`src/rtl/src_rate_controller.sv`:
```
// ----------------------------------------------------------------------------
// src_rate_controller
//
// Run-time programmable rate source for the SRC interpolator/decimator pair.
// It accepts requested interpolation/decimation rates over a valid/ready
// handshake and range-checks them. A legal new rate is applied with a
// drain/settle sequence: the rate valids drop, the datapath is given
// FLUSH_CYCLES to empty, the rates update, and after SETTLE_CYCLES more the
// valids reassert. After reset a fixed STARTUP_CYCLES holdoff runs before
// the first valid.
//
// Ports:
//   clk           in   system clock
//   rst           in   synchronous, active-high reset
//   req_int_rate  in   requested interpolation rate
//   req_dec_rate  in   requested decimation rate
//   req_valid     in   request present, held until accepted
//   req_ready     out  high only while in RUN
//   int_rate      out  current interpolation rate (registered)
//   int_valid     out  int_rate usable by the datapath
//   dec_rate      out  current decimation rate (registered)
//   dec_valid     out  dec_rate usable by the datapath (always == int_valid)
//   busy          out  high in any state other than RUN
//   done          out  one-cycle pulse: rate change finished / no-op accepted
//   err           out  one-cycle pulse: illegal request rejected
// ----------------------------------------------------------------------------
module src_rate_controller #(
    parameter int RATE_W         = 3,
    parameter int DEFAULT_RATE   = 1,
    parameter int MAX_RATE       = 7,
    parameter int STARTUP_CYCLES = 63,
    parameter int FLUSH_CYCLES   = 16,
    parameter int SETTLE_CYCLES  = 8
) (
    input  logic              clk,
    input  logic              rst,
    input  logic [RATE_W-1:0] req_int_rate,
    input  logic [RATE_W-1:0] req_dec_rate,
    input  logic              req_valid,
    output logic              req_ready,
    output logic [RATE_W-1:0] int_rate,
    output logic              int_valid,
    output logic [RATE_W-1:0] dec_rate,
    output logic              dec_valid,
    output logic              busy,
    output logic              done,
    output logic              err
);

    // One shared counter serves all three timed phases, so it is sized for
    // the longest of them and never has to wrap.
    localparam int MAX_CNT_A = (STARTUP_CYCLES > FLUSH_CYCLES) ? STARTUP_CYCLES : FLUSH_CYCLES;
    localparam int MAX_CNT   = (MAX_CNT_A > SETTLE_CYCLES) ? MAX_CNT_A : SETTLE_CYCLES;
    localparam int CNT_W     = $clog2(MAX_CNT + 1);

    localparam logic [CNT_W-1:0]  STARTUP_LAST = CNT_W'(STARTUP_CYCLES - 1);
    localparam logic [CNT_W-1:0]  FLUSH_LAST   = CNT_W'(FLUSH_CYCLES - 1);
    localparam logic [CNT_W-1:0]  SETTLE_LAST  = CNT_W'(SETTLE_CYCLES - 1);
    localparam logic [RATE_W-1:0] MAX_RATE_V   = RATE_W'(MAX_RATE);
    localparam logic [RATE_W-1:0] DEFAULT_V    = RATE_W'(DEFAULT_RATE);

    typedef enum logic [1:0] {
        ST_STARTUP,
        ST_RUN,
        ST_DRAIN,
        ST_SETTLE
    } state_t;

    state_t            state_q, state_d;
    logic [CNT_W-1:0]  cnt_q, cnt_d;
    logic [RATE_W-1:0] int_rate_q, int_rate_d;
    logic [RATE_W-1:0] dec_rate_q, dec_rate_d;
    logic [RATE_W-1:0] pend_int_q, pend_int_d;
    logic [RATE_W-1:0] pend_dec_q, pend_dec_d;
    logic              valid_q, valid_d;
    logic              busy_q, busy_d;
    logic              ready_q, ready_d;
    logic              done_q, done_d;
    logic              err_q, err_d;

    logic accept;
    logic req_legal;
    logic req_same;

    // A rate of zero is meaningless for either filter, and anything above
    // MAX_RATE is outside what the datapath was built for.
    assign req_legal = (req_int_rate != '0) && (req_int_rate <= MAX_RATE_V) &&
                       (req_dec_rate != '0) && (req_dec_rate <= MAX_RATE_V);
    assign req_same  = (req_int_rate == int_rate_q) && (req_dec_rate == dec_rate_q);

    // ready_q is only ever high in RUN, so this is the handshake as seen by
    // the requester.
    assign accept = req_valid & ready_q;

    always_comb begin
        state_d    = state_q;
        cnt_d      = cnt_q;
        int_rate_d = int_rate_q;
        dec_rate_d = dec_rate_q;
        pend_int_d = pend_int_q;
        pend_dec_d = pend_dec_q;
        valid_d    = valid_q;
        done_d     = 1'b0;
        err_d      = 1'b0;

        case (state_q)
            ST_STARTUP: begin
                if (cnt_q == STARTUP_LAST) begin
                    valid_d = 1'b1;
                    state_d = ST_RUN;
                    cnt_d   = '0;
                end else begin
                    cnt_d = cnt_q + CNT_W'(1);
                end
            end

            ST_RUN: begin
                if (accept) begin
                    if (!req_legal) begin
                        err_d = 1'b1;
                    end else if (req_same) begin
                        done_d = 1'b1;
                    end else begin
                        // Both channels go through the full sequence even
                        // if only one rate actually changes.
                        pend_int_d = req_int_rate;
                        pend_dec_d = req_dec_rate;
                        valid_d    = 1'b0;
                        state_d    = ST_DRAIN;
                        cnt_d      = '0;
                    end
                end
            end

            ST_DRAIN: begin
                if (cnt_q == FLUSH_LAST) begin
                    int_rate_d = pend_int_q;
                    dec_rate_d = pend_dec_q;
                    state_d    = ST_SETTLE;
                    cnt_d      = '0;
                end else begin
                    cnt_d = cnt_q + CNT_W'(1);
                end
            end

            ST_SETTLE: begin
                if (cnt_q == SETTLE_LAST) begin
                    valid_d = 1'b1;
                    done_d  = 1'b1;
                    state_d = ST_RUN;
                    cnt_d   = '0;
                end else begin
                    cnt_d = cnt_q + CNT_W'(1);
                end
            end

            default: begin
                state_d = ST_STARTUP;
                cnt_d   = '0;
                valid_d = 1'b0;
            end
        endcase

        // Status outputs are registered from the next state so they line up
        // with the state register itself.
        busy_d  = (state_d != ST_RUN);
        ready_d = (state_d == ST_RUN);
    end

    always_ff @(posedge clk) begin
        if (rst) begin
            state_q    <= ST_STARTUP;
            cnt_q      <= '0;
            int_rate_q <= DEFAULT_V;
            dec_rate_q <= DEFAULT_V;
            pend_int_q <= DEFAULT_V;
            pend_dec_q <= DEFAULT_V;
            valid_q    <= 1'b0;
            busy_q     <= 1'b1;
            ready_q    <= 1'b0;
            done_q     <= 1'b0;
            err_q      <= 1'b0;
        end else begin
            state_q    <= state_d;
            cnt_q      <= cnt_d;
            int_rate_q <= int_rate_d;
            dec_rate_q <= dec_rate_d;
            pend_int_q <= pend_int_d;
            pend_dec_q <= pend_dec_d;
            valid_q    <= valid_d;
            busy_q     <= busy_d;
            ready_q    <= ready_d;
            done_q     <= done_d;
            err_q      <= err_d;
        end
    end

    assign req_ready = ready_q;
    assign int_rate  = int_rate_q;
    assign dec_rate  = dec_rate_q;
    assign int_valid = valid_q;
    assign dec_valid = valid_q;
    assign busy      = busy_q;
    assign done      = done_q;
    assign err       = err_q;

endmodule

```
`config.mk`:
```
export PLATFORM = sky130hd
export DESIGN_NAME = src_rate_controller
export DESIGN_NICKNAME = d
export VERILOG_FILES = /design/src/rtl/src_rate_controller.sv
export SDC_FILE = /design/constraint.sdc
export NUM_CORES = 1
export LEC_CHECK = 0
export BUFFER_PORTS_ARGS = -buffer_cell sky130_fd_sc_hd__buf_4
export CAP_MARGIN = 20
export CORE_ASPECT_RATIO = 2
export CORE_MARGIN = 1.5
export CORE_UTILIZATION = 35
export CTS_CLUSTER_SIZE = 12
export DETAILED_ROUTE_END_ITERATION = 6
export PLACE_DENSITY = 0.51
export SLEW_MARGIN = 0
export SYNTH_ARGS = -nofsm -noshare
export SYNTH_HDL_FRONTEND = slang
export SYNTH_SLANG_ARGS = --single-unit
export TNS_END_PERCENT = 1
```
`constraint.sdc`:
```
create_clock -name clk -period 1.75 [get_ports clk]
set_clock_uncertainty 0.15 [all_clocks]
set_input_delay 0.2625 -clock clk [delete_from_list [all_inputs] [get_ports clk]]
set_output_delay 0.2625 -clock clk [all_outputs]
set_load 0.05 [all_outputs]
```
* Yosys cells after proc, flatten, opt, wreduce, memory -nomap -nowiden
Cells that the tools add are included. W data, S select, Z words.
Word-level totals: register bits after elaboration 25, bits of input ports 9, logic and storage cells 72
Cells by class: $add $sub $neg 1, order comparisons 2, eq/ne operators 15, multiplexer cells 26, bitwise logic cells 4, reduce and logical (&&, ||, !) cells 13
Operators by type and width (number):
- $mux W6 | 6
- $pmux W6 S4 | 1
- $mux W2 | 6
- $mux W1 | 10
- $ne A2 B2 Y1 const B | 5
- $reduce_bool A3 Y1 | 3
- $pmux W2 S4 | 1
- $add A6 B1 Y6 const B | 1
- $eq A3 B3 Y1 | 2
- $eq A6 B3 Y1 const B | 1
- $eq A6 B4 Y1 const B | 1
- $eq A6 B6 Y1 const B | 1
- $le A3 B3 Y1 const B | 2
- $reduce_and A6 Y1 | 1
- $eq A2 B1 Y1 const B | 2
- $eq A2 B2 Y1 const B | 2
- $logic_and A1 B1 Y1 | 4
- $reduce_and A4 Y1 | 1
- $not A1 Y1 | 3
- $pmux W1 S3 | 1
- $reduce_and A3 Y1 | 1
- $reduce_or A3 Y1 | 1
- $logic_not A2 Y1 | 1
- $ne A2 B1 Y1 const B | 1
- other kinds (3) | 3

* Logic depth before layout (Yosys ltp)
Gate-level depths: netlist of the first run.
depth in word-level cells 8, depth in mapped cells 6, depth with buffers taken out 6

* Worst setup path after synthesis of the first run
Ideal clock, no wire load.
path kind reg2reg, from reg dec_rate_q[2] (netlist: dec_rate[2]), to reg busy_q (netlist: busy), setup time 120 ps, data arrival time 1630 ps, required time 1480 ps, setup slack -150 ps, cell stages (with the launch flop) 6, path buffers 1, period minus slack after synthesis 1900 ps, path through dfxtp_1 -> xor2_1 -> nor4_4 -> a21boi_2 -> buf_6 -> a211o_1
On the way: word-level cells in the longest chain between the ends 7
RTL lines:
- from (decl) | line 72 | logic [RATE_W-1:0] dec_rate_q, dec_rate_d;
- from (signal assigned) | line 187 | dec_rate_q <= dec_rate_d;
- $eq A3 B3 Y1 | line 89 | assign req_same = (req_int_rate == int_rate_q) && (req_dec_rate == dec_rate_q);
- $logic_and A1 B1 Y1 | line 89
- $mux W2 | line 121 | end else if (req_same) begin
- $mux W2 | line 119 | if (!req_legal) begin
- $mux W2 | line 118 | if (accept) begin
- $pmux W2 S4 | line 106 | case (state_q)
- $ne A2 B1 Y1 | line 166 | busy_d = (state_d != ST_RUN);
- to (signal assigned) | line 191 | busy_q <= busy_d;
- to (decl) | line 76 | logic busy_q, busy_d;
Every way passes these cells. A chain may end at the register's enable or synchronous reset.

* Final worst setup path of the first run
from reg cnt_q[0], to reg valid_q (netlist: dec_valid)
On the way: word-level cells in the longest chain between the ends 3
RTL lines:
- from (decl) | line 70 | logic [CNT_W-1:0] cnt_q, cnt_d;
- from (signal assigned) | line 185 | cnt_q <= cnt_d;
- $eq A6 B3 Y1 or $eq A6 B6 Y1 (tied branches) | line 147, 108
- $ne A2 B2 Y1 (no line)
- $reduce_and A6 Y1 (no line) (*)
- to (signal assigned) | line 190 | valid_q <= valid_d;
- to (decl) | line 75 | logic valid_q, valid_d;
Every way passes the cells marked *; elsewhere a longest branch is shown, timed or not.

==> out/summary.txt, run 1 <==
Required time of the critical path - 1790 ps
Worst vdd ir - 0.552 mV
Post-synth EDFFs - 0
Final Hold Fails - 0
Synthesized area - 0.00128 sq mm
Number of global-route vias before repair - 1122
Status - finished clean
Max Root-Sink Buffers - 2
Final Slew Violations - 0
R2r worst-path depth - 5
Area growth, synth to finish - 27.4%
Total track usage - 17.6%
Post-synth top area share - 39.1%
Final wirelength - 3.11 mm
Port bufs - 20
Root Driver - clkbuf_8
Routability cong. - 0.882
Synth Register Bits - 25
Final Util - 47.2%
Largest net degree at the start of global routing - 19
Syn nets - 152
Least-Margin Pin Slew - 501 ps
Wirelength per Cell - 14.4 um
Total of max-cap violations - 0
Worst skew pair latency - 280 ps
Core Rows - 30
Primary FF master, synth - dfxtp_1
RSZ-0062 raised after global routing - no
CORE AREA - 0.00345 sq mm
Synthesized area per cell - 9.08 sq um
Die X - 45.8 um
Relative slew slack - 66.4%
P_leak - 0.000646 uW
FF/Latch Area - 512 sq um
F_max - 0.597 GHz
CP endpoint kind - flop
DP Cell Count - 210
# setup viols final - 0
Largest area contributor in the netlist - dfxtp_1
Initial core utilization - 37.1%
Worst hold path class - input pin to flop
Leading cell type in the layout, fill and taps excluded - buf_4
Setup slack at placement - -52.2 ps
Vias - 1093
Clock slew at reported path FFs - 90 ps
Final period util - 95.7%
Layout Cells excl Fill - 216
CP arrival - 1720 ps
Yosys warns - 0
DP Wirelength - 2.37 mm
Total CTS buffers - 3
PwrDens - 627 mW/mm^2
CTS tree - done
GRT Residual Overflow - 0
First-pass GRT wire length - 5.18 mm
Fin nets - 180
Seq/Total Area, Yosys - 39.1%
Synth area leaders - dfxtp_1 (39%), mux2i_1 (9.4%), nand2_1 (5.0%)
1st-iter DRT viols - 21
Mapped Cells - 141
Crit Path Class - flop to flop
Unique masters post-synth - 44
Initial antenna violation count - 0
Worst setup SP type - flop
CTS sink cnt - 25
Crit-path max FO - 6
# DRC - 0
Post-DRT Antenna Nets - 0
Min Tclk post-route - 1680 ps
Vias per std cell - 5.06
Ports - 21
FILL cells - 380
Reg2reg setup slack - 70 ps
Hold slack - 101 ps
Die Span Y - 88.5 um
Layout cells sized above 1 - 31.0%
Die Area - 0.00405 sq mm
Footprint of the multi-input gates - 749 sq um
Drt pass-1 iters - 6
Post-route setup TNS - 0 ps
Ys async rst share - 0%
Commonest cells after routing, fill and taps aside - buf_4 (33), dfxtp_1 (18), nand2_1 (17)
PnR worst setup slack - 75.0 ps
N_diodes - 0
H-tree depth - 1
Hold path depth - 3
==> final timing paths <==
check | to | start
min | pend_dec_q[1]$_SDFFE_PP0P_ | req_dec_rate[1]
max | dec_valid$_SDFFE_PP0P_ | cnt_q[0]$_SDFFE_PP0P_
max reg2reg | dec_valid$_SDFFE_PP0P_ | cnt_q[0]$_SDFFE_PP0P_
min reg2reg | pend_dec_q[1]$_SDFFE_PP0P_ | pend_dec_q[1]$_SDFFE_PP0P_
==> area by class of cell <==
type	instances	area share, %
inverters	4	0.921
clock inverters	1	0.307
multi-input cells	102	46.0
repair buffers	33	15.2
clock buffers	3	2.53
well taps	48	3.68
flip-flops and latches	25	31.4
==> metrics by stage <==
stage	total power, uW	cell area, sq um
after floorplan	636	1280
after global placement	673	1520
after detailed placement	674	1520
after CTS	1030	1570
after global routing	1070	1630
final	1020	1630
==> kinds of logic after synthesis <==
logic type / synth area share, %
and+or+nand+nor: 24.7
AOI/OAI and AO/OA: 14.8
DFF: 39.1
buffers and inverters: 5.96
muxes: 9.38
xor gates and xnor gates: 4.11
adders and majority gates: 1.95
==> Yosys cell counts (2+ instances only) <==
cell and number:
a211o_1 2, a21oi_1 3, a311oi_1 2, and2_1 2, buf_2 2, buf_6 2, clkbuf_1 3, clkbuf_2 2
dfxtp_1 25, ha_1 2, inv_1 3, mux2i_1 12, nand2_1 17, nand2b_1 3, nand3_1 4, nand3b_1 2
nor2_1 12, nor2b_1 2, nor3_1 6, nor4_1 2, o21ai_0 5, xor2_1 6
==> report_power, final <==
group          switching [uW]  total [uW]  internal (uW)
registers                9.04         584            575
logic                    45.4        82.8           37.5
clock network             196         356            160
total                     250        1020            772
==> sequential cells by signal, summed over array words and instances, names as in the netlist <==
register and flops:
err 1, req_ready 1, busy 1, cnt_q 6
int_rate 3, pend_int_q 3, state_q 2, dec_rate 3
dec_valid 1, pend_dec_q 3, done 1
==> layer usage <==
metal	vias to the layer above	track usage [%]	part of all wire (%)
li1	554	-	-
met1	518	20.1	39
met2	16	30.3	57
met3	5	1.84	2.1
met4	0	9.61	2.0
met5	-	0	0
==> critical path: stages (launching register included) <==
cell      delay [ps]
dfxtp_4          390
ha_4             160
and4bb_2         260
nand3b_1         200
a211o_1          340
o311ai_1          80
==> repair_timing <==
item	4_1_cts	5_1_grt
pin swaps	0	6
buffers inserted	0	2
resized for setup	3	7
endpoints found under the setup margin	11	8
hold buffers	0	0
Power figures use the tool's default switching activity.
==> run 2: changes to the inputs <==
--- a/config.mk
+++ b/config.mk
@@ -5,7 +5,7 @@
 export SDC_FILE = /design/constraint.sdc
 export NUM_CORES = 1
 export LEC_CHECK = 0
-export BUFFER_PORTS_ARGS = -buffer_cell sky130_fd_sc_hd__buf_4
+export BUFFER_PORTS_ARGS = -buffer_cell sky130_fd_sc_hd__buf_2
 export CAP_MARGIN = 20
 export CORE_ASPECT_RATIO = 2
 export CORE_MARGIN = 1.5
==> out/summary.txt, run 2 (same netlist as run 1, synthesis figures left out) <==
Layout cells sized above 1 - 31.4% (was 31.0%)
Post-CTS Hold Buffers - 0 (unchanged)
Hold path depth - 3 (unchanged)
Drt pass-1 iters - 4 (was 6)
Final period util - 97.3% (was 95.7%)
Reg2reg setup slack - 50 ps (was 70 ps)
Largest net degree at the start of global routing - 15 (was 19)
Total of max-cap violations - 0 (unchanged)
CORE AREA - 0.00345 sq mm (unchanged)
Final wirelength - 3.14 mm (was 3.11 mm)
Ports - 21 (unchanged)
Clock slew at reported path FFs - 90 ps (about the same)
Worst r2r src - cnt_q[0]$_SDFFE_PP0P_ (unchanged)
Worst hold path class - input pin to flop (unchanged)
# setup viols final - 0 (unchanged)
F_max - 0.587 GHz (was 0.597 GHz)
Die Area - 0.00405 sq mm (unchanged)
CP endpoint kind - flop (unchanged)
Met1 usage in global routing - 18.0% (was 20.1%)
Worst setup SP type - flop (unchanged)
Worst skew pair latency - 270 ps (was 280 ps)
Vias - 1113 (was 1093)
Commonest cells after routing, fill and taps aside - buf_2 (20), dfxtp_1 (19), nand2_1 (17) (was buf_4 (33), dfxtp_1 (18), nand2_1 (17))
Crit Path Class - flop to flop (unchanged)
CP Depth - 6 (was 5)
Required time of the critical path - 1770 ps (was 1790 ps)
H-tree depth - 1 (unchanged)
Wirelength per Cell - 14.5 um (was 14.4 um)
Met2 usage - 33.5% (was 30.3%)
CP delay by family, top - compound AO/OA/AOI/OAI gates (was simple AND/OR/NAND/NOR gates)
Vias per std cell - 5.13 (was 5.06)
P_leak - 0.000627 uW (was 0.000646 uW)
Worst Hold Launch - req_dec_rate[2] (was req_dec_rate[1])
Initial core utilization - 37.1% (unchanged)
Final Slew Violations - 0 (unchanged)
Max FFs per register - 6 (unchanged)
Fin nets - 181 (was 180)
CP arrival - 1720 ps (about the same)
Post-DRT Antenna Nets - 0 (unchanged)
Setup slack at placement - 25.4 ps (was -52.2 ps)
Total CTS buffers - 3 (unchanged)
Min-Delay Endpoint - pend_dec_q[2]$_SDFFE_PP0P_ (was pend_dec_q[1]$_SDFFE_PP0P_)
Relative slew slack - 75.7% (was 66.4%)
Met3 usage - 1.84% (unchanged)
CP bufs+invs - 2 (was 0)
First-pass GRT wire length - 5.23 mm (was 5.18 mm)
Layout Cells excl Fill - 217 (was 216)
1st-iter DRT viols - 10 (was 21)
PnR worst setup slack - 46.7 ps (was 75.0 ps)
Final Hold Fails - 0 (unchanged)
Crit-path max FO - 6 (unchanged)
Leading cell type in the layout, fill and taps excluded - buf_2 (was buf_4)
N_diodes - 0 (unchanged)
DP Wirelength - 2.45 mm (was 2.37 mm)
Worst vdd ir - 0.478 mV (was 0.552 mV)
# DRC - 0 (unchanged)
Slowest cell delay on critical path - 370 ps (was 390 ps)
Die Span Y - 88.5 um (unchanged)
Status - finished clean (unchanged)
CTS sink cnt - 25 (unchanged)
PwrDens - 649 mW/mm^2 (was 627 mW/mm^2)
R2r worst-path depth - 6 (was 5)
Reg-to-reg endpoint - busy$_SDFF_PP1_ (was dec_valid$_SDFFE_PP0P_)
Placed Instance Area - 0.00147 sq mm (was 0.00152 sq mm)
Largest reg by FF count - cnt_q (unchanged)
Cell-by-cell trace of the critical path - inv_2 -> ha_2 -> nand3_2 -> o31a_1 -> buf_4 -> a211o_1 (was ha_4 -> and4bb_2 -> nand3b_1 -> a211o_1 -> o311ai_1)
Port bufs - 20 (unchanged)
Min Tclk post-route - 1700 ps (was 1680 ps)
Initial antenna violation count - 0 (unchanged)
DP Cell Count - 211 (was 210)
Root Driver - clkbuf_8 (unchanged)
Post-route design area - 0.00155 sq mm (was 0.00163 sq mm)
CP max-delay cell - dfxtp_4 (unchanged)
RSZ-0062 raised after global routing - yes (was no)
Routability cong. - 0.858 (was 0.882)
Max Root-Sink Buffers - 2 (unchanged)
Area growth, synth to finish - 21.0% (was 27.4%)
CTS tree - done (unchanged)
Die X - 45.8 um (unchanged)
Number of global-route vias before repair - 1128 (was 1122)
Least-Margin Pin Slew - 360 ps (was 501 ps)
GRT Residual Overflow - 0 (unchanged)
Total track usage - 17.7% (was 17.6%)
GR peak layer - met2 (unchanged)
Core Rows - 30 (unchanged)
run 2: metrics by stage:
stage	utilization [%]	setup TNS [ps]	power (uW)	hold slack (ps)
floorplan	-	0	636	255
global placement	42.7	0	669	292
detailed placement	42.7	0	669	306
CTS	44.1	0	1010	113
global route	44.9	-25.4	1050	110
finish	44.9	0	1010	108
run 2: worst max-delay path by stage:
stage                                        start                      to
after floorplan           dec_rate[2]$_SDFFE_PP0P_         busy$_SDFF_PP1_
after global placement       cnt_q[0]$_SDFFE_PP0P_   cnt_q[1]$_SDFFE_PP0P_
after detailed placement     cnt_q[0]$_SDFFE_PP0P_   cnt_q[1]$_SDFFE_PP0P_
after CTS                    cnt_q[0]$_SDFFE_PP0P_  dec_valid$_SDFFE_PP0P_
after global routing         cnt_q[0]$_SDFFE_PP0P_         busy$_SDFF_PP1_
final                        cnt_q[0]$_SDFFE_PP0P_         busy$_SDFF_PP1_
run 2: routing by layer:
layer	share of wire, %	vias to the layer above
met5	0	-
met4	1.7	0
met3	2.4	5
met2	59	22
met1	37	530
li1	-	556
run 2: report_power, final:
group	internal [uW]	switching [uW]	total, uW
Sequential	575	7.78	582
Clock	163	184	347
Combinational	31.2	44.6	75.8
run 2: what timing repair did:
item                                    CTS  global route
endpoints found under the hold margin     0             0
buffers inserted                          0             2
resized for setup                         1             8
endpoints found under the setup margin    1             7
pin swaps                                 0             2
run 2: area by class of cell:
class                      instances  area (sq um)
clock buffer                       4          45.0
timing repair buffer              34           205
fill                             366          1900
sequential                        25           510
multi-input combinational        102           713
tap                               48          60.1
inverter                           4          15.0
run 2: worst register-to-register path, delay by kind of cell, from the launching register on:
kind                     cells  cell delay (ps)
AND/OR/NAND/NOR              1               80
buffers and inverters        2              220
flip-flops                   1              370
adder cells (fa/ha/maj)      1              180
AO/OA/AOI/OAI                2              610
==> run 3: changes to the inputs <==
--- a/config.mk
+++ b/config.mk
@@ -12,6 +12,7 @@
 export CORE_UTILIZATION = 35
 export CTS_CLUSTER_SIZE = 12
 export DETAILED_ROUTE_END_ITERATION = 6
+export GPL_TIMING_DRIVEN = 0
 export PLACE_DENSITY = 0.51
 export SLEW_MARGIN = 0
 export SYNTH_ARGS = -nofsm -noshare
==> out/summary.txt, run 3 (same netlist as run 1, synthesis figures left out) <==
Cell Int Power - 763 uW (was 769 uW)
Drt pass-1 iters - 4 (unchanged)
CTS tree - done (unchanged)
Relative slew slack - 63.6% (was 75.7%)
CP max-delay cell - dfxtp_2 (was dfxtp_4)
Total track usage - 17.5% (was 17.7%)
Die X - 45.8 um (unchanged)
Worst skew pair latency - 280 ps (was 270 ps)
Crit Path Class - flop to flop (unchanged)
Worst Hold Launch - req_int_rate[1] (was req_dec_rate[2])
Core Rows - 30 (unchanged)
Commonest cells after routing, fill and taps aside - buf_2 (22), dfxtp_1 (19), nand2_1 (17) (was buf_2 (20), dfxtp_1 (19), nand2_1 (17))
Max FFs per register - 6 (unchanged)
Final Slew Violations - 0 (unchanged)
Leading cell type in the layout, fill and taps excluded - buf_2 (unchanged)
PwrDens - 664 mW/mm^2 (was 649 mW/mm^2)
R2r worst-path depth - 5 (was 6)
Worst r2r src - cnt_q[0]$_SDFFE_PP0P_ (unchanged)
RSZ-0062 raised after global routing - yes (unchanged)
Crit-path max FO - 6 (unchanged)
# setup viols final - 0 (unchanged)
Final period util - 97.4% (was 97.3%)
Least-Margin Pin Slew - 541 ps (was 360 ps)
Seq pwr share - 57.6% (was 57.9%)
Die Area - 0.00405 sq mm (unchanged)
Worst setup SP type - flop (unchanged)
CP arrival - 1730 ps (was 1720 ps)
Area growth, synth to finish - 18.6% (was 21.0%)
Combinational power share - 7.1% (was 7.5%)
Total CTS buffers - 3 (unchanged)
Largest net degree at the start of global routing - 16 (was 15)
Initial antenna violation count - 0 (unchanged)
FILL cells - 370 (was 366)
Final Util - 43.9% (was 44.9%)
Fin nets - 177 (was 181)
Clock Power Share - 35.3% (was 34.5%)
Min-Delay Endpoint - pend_int_q[1]$_SDFFE_PP0P_ (was pend_dec_q[2]$_SDFFE_PP0P_)
Reg-to-reg endpoint - state_q[1]$_SDFF_PP0_ (was busy$_SDFF_PP1_)
# DRC - 0 (unchanged)
Total of max-cap violations - 0 (unchanged)
P_leak - 0.000599 uW (was 0.000627 uW)
H-tree depth - 1 (unchanged)
1st-iter DRT viols - 11 (was 10)
Worst vdd ir - 0.612 mV (was 0.478 mV)
PnR worst setup slack - 46.2 ps (was 46.7 ps)
Post-DRT Antenna Nets - 0 (unchanged)
Vias - 1087 (was 1113)
CP bufs+invs - 0 (was 2)
Worst hold path class - input pin to flop (unchanged)
Largest reg by FF count - cnt_q (unchanged)
Port bufs - 20 (unchanged)
Layout cells sized above 1 - 27.9% (was 31.4%)
Sw power - 245 uW (was 236 uW)
Initial core utilization - 37.1% (unchanged)
Status - finished clean (unchanged)
Max Root-Sink Buffers - 2 (unchanged)
Vias per std cell - 5.10 (was 5.13)
Final Hold Fails - 0 (unchanged)
Number of global-route vias before repair - 1094 (was 1128)
Setup slack at placement - -22.2 ps (was 25.4 ps)
Reg2reg setup slack - 50 ps (about the same)
DP Wirelength - 2.33 mm (was 2.45 mm)
Clock slew at reported path FFs - 90 ps (about the same)
Post-route setup TNS - 0 ps (unchanged)
Cell-by-cell trace of the critical path - ha_2 -> and4bb_2 -> nand3b_1 -> and2_1 -> o21a_1 (was inv_2 -> ha_2 -> nand3_2 -> o31a_1 -> buf_4 -> a211o_1)
Slowest cell delay on critical path - 370 ps (about the same)
CP endpoint kind - flop (unchanged)
Wirelength per Cell - 14.6 um (was 14.5 um)
F_max - 0.587 GHz (about the same)
Die Span Y - 88.5 um (unchanged)
Ports - 21 (unchanged)
Min Tclk post-route - 1700 ps (about the same)
Switching fraction of total power - 24.3% (was 23.5%)
GRT Residual Overflow - 0 (unchanged)
CP delay by family, top - simple AND/OR/NAND/NOR gates (was compound AO/OA/AOI/OAI gates)
First-pass GRT wire length - 5.12 mm (was 5.23 mm)
N_diodes - 0 (unchanged)
Root Driver - clkbuf_8 (unchanged)
Hold path depth - 3 (unchanged)
Required time of the critical path - 1770 ps (about the same)
CORE AREA - 0.00345 sq mm (unchanged)
Routability cong. - 0.848 (was 0.858)
CTS sink cnt - 25 (unchanged)
Final wirelength - 3.11 mm (was 3.14 mm)
-- run 3: cell types whose count changed in the layout (fill, tap and decap cells not counted), moves of 2 or more --
cell	before	now
buf_2	20	22
buf_4	14	1
buf_6	0	2
clkbuf_2	0	2
-- run 3: metal layers --
metal / vias up / GRT usage, % / part of all wire (%)
met5: - / 0 / 0
li1: 550 / - / -
met4: 0 / 12.2 / 2.6
met2: 21 / 28.7 / 55
met1: 509 / 20.3 / 40
met3: 7 / 2.04 / 2.0
-- run 3: final cells by class --
cell class                      count  area [sq um]  share of cell area [%]
Tap cell                           48          60.1                    3.96
Multi-Input combinational cell    102           721                    47.5
Sequential cell                    25           508                    33.5
Timing Repair Buffer               20           100                    6.60
Clock buffer                        3          41.3                    2.72
Buffer                             10          65.1                    4.29
Clock inverter                      1          7.51                   0.495
Inverter                            4          15.0                   0.989
-- run 3: worst max-delay path by stage --
stage / start / endpoint / slack [ps] / cells after the start
after detailed placement: rst / cnt_q[3]$_SDFFE_PP0P_ / -20 / 6
after floorplan: dec_rate[2]$_SDFFE_PP0P_ / busy$_SDFF_PP1_ / 50 / 5
after CTS: state_q[0]$_SDFF_PP0_ / pend_dec_q[0]$_SDFFE_PP1P_ / 10 / 6
after global routing: cnt_q[0]$_SDFFE_PP0P_ / dec_valid$_SDFFE_PP0P_ / -40 / 5
after global placement: cnt_q[0]$_SDFFE_PP0P_ / state_q[1]$_SDFF_PP0_ / 3 / 5
final: cnt_q[0]$_SDFFE_PP0P_ / state_q[1]$_SDFF_PP0_ / 50 / 5
-- run 3: worst register-to-register path, cell delays in order (launching register included) --
cell	delay, ps
dfxtp_2	370
ha_2	220
and4bb_2	270
nand3b_1	200
and2_1	230
o21a_1	160
-- run 3: stage by stage --
step,cells,hold WS (ps),cell area [sq um],total power [uW]
detailed placement,209,312,1450,665
CTS,213,104,1500,1020
global placement,209,293,1450,663
floorplan,141,255,1280,636
finish,213,107,1520,1010
global route,213,118,1520,1060
-- run 3: repair_timing --
| action | CTS | global route |
|---|---|---|
| setup endpoints to repair | 6 | 19 |
| buffers inserted | 0 | 0 |
| pin swaps | 0 | 2 |
| hold buffers | 0 | 0 |
| gates resized for setup | 4 | 5 |
-- run 3: power groups by stage --
stage | clock network, uW | logic (uW) | registers (uW)
global placement | 0 | 70.3 | 593
finish | 355 | 72.0 | 581
CTS | 370 | 72.4 | 581
detailed placement | 0 | 71.7 | 593
global route | 393 | 81.7 | 582
floorplan | 0 | 43.9 | 592
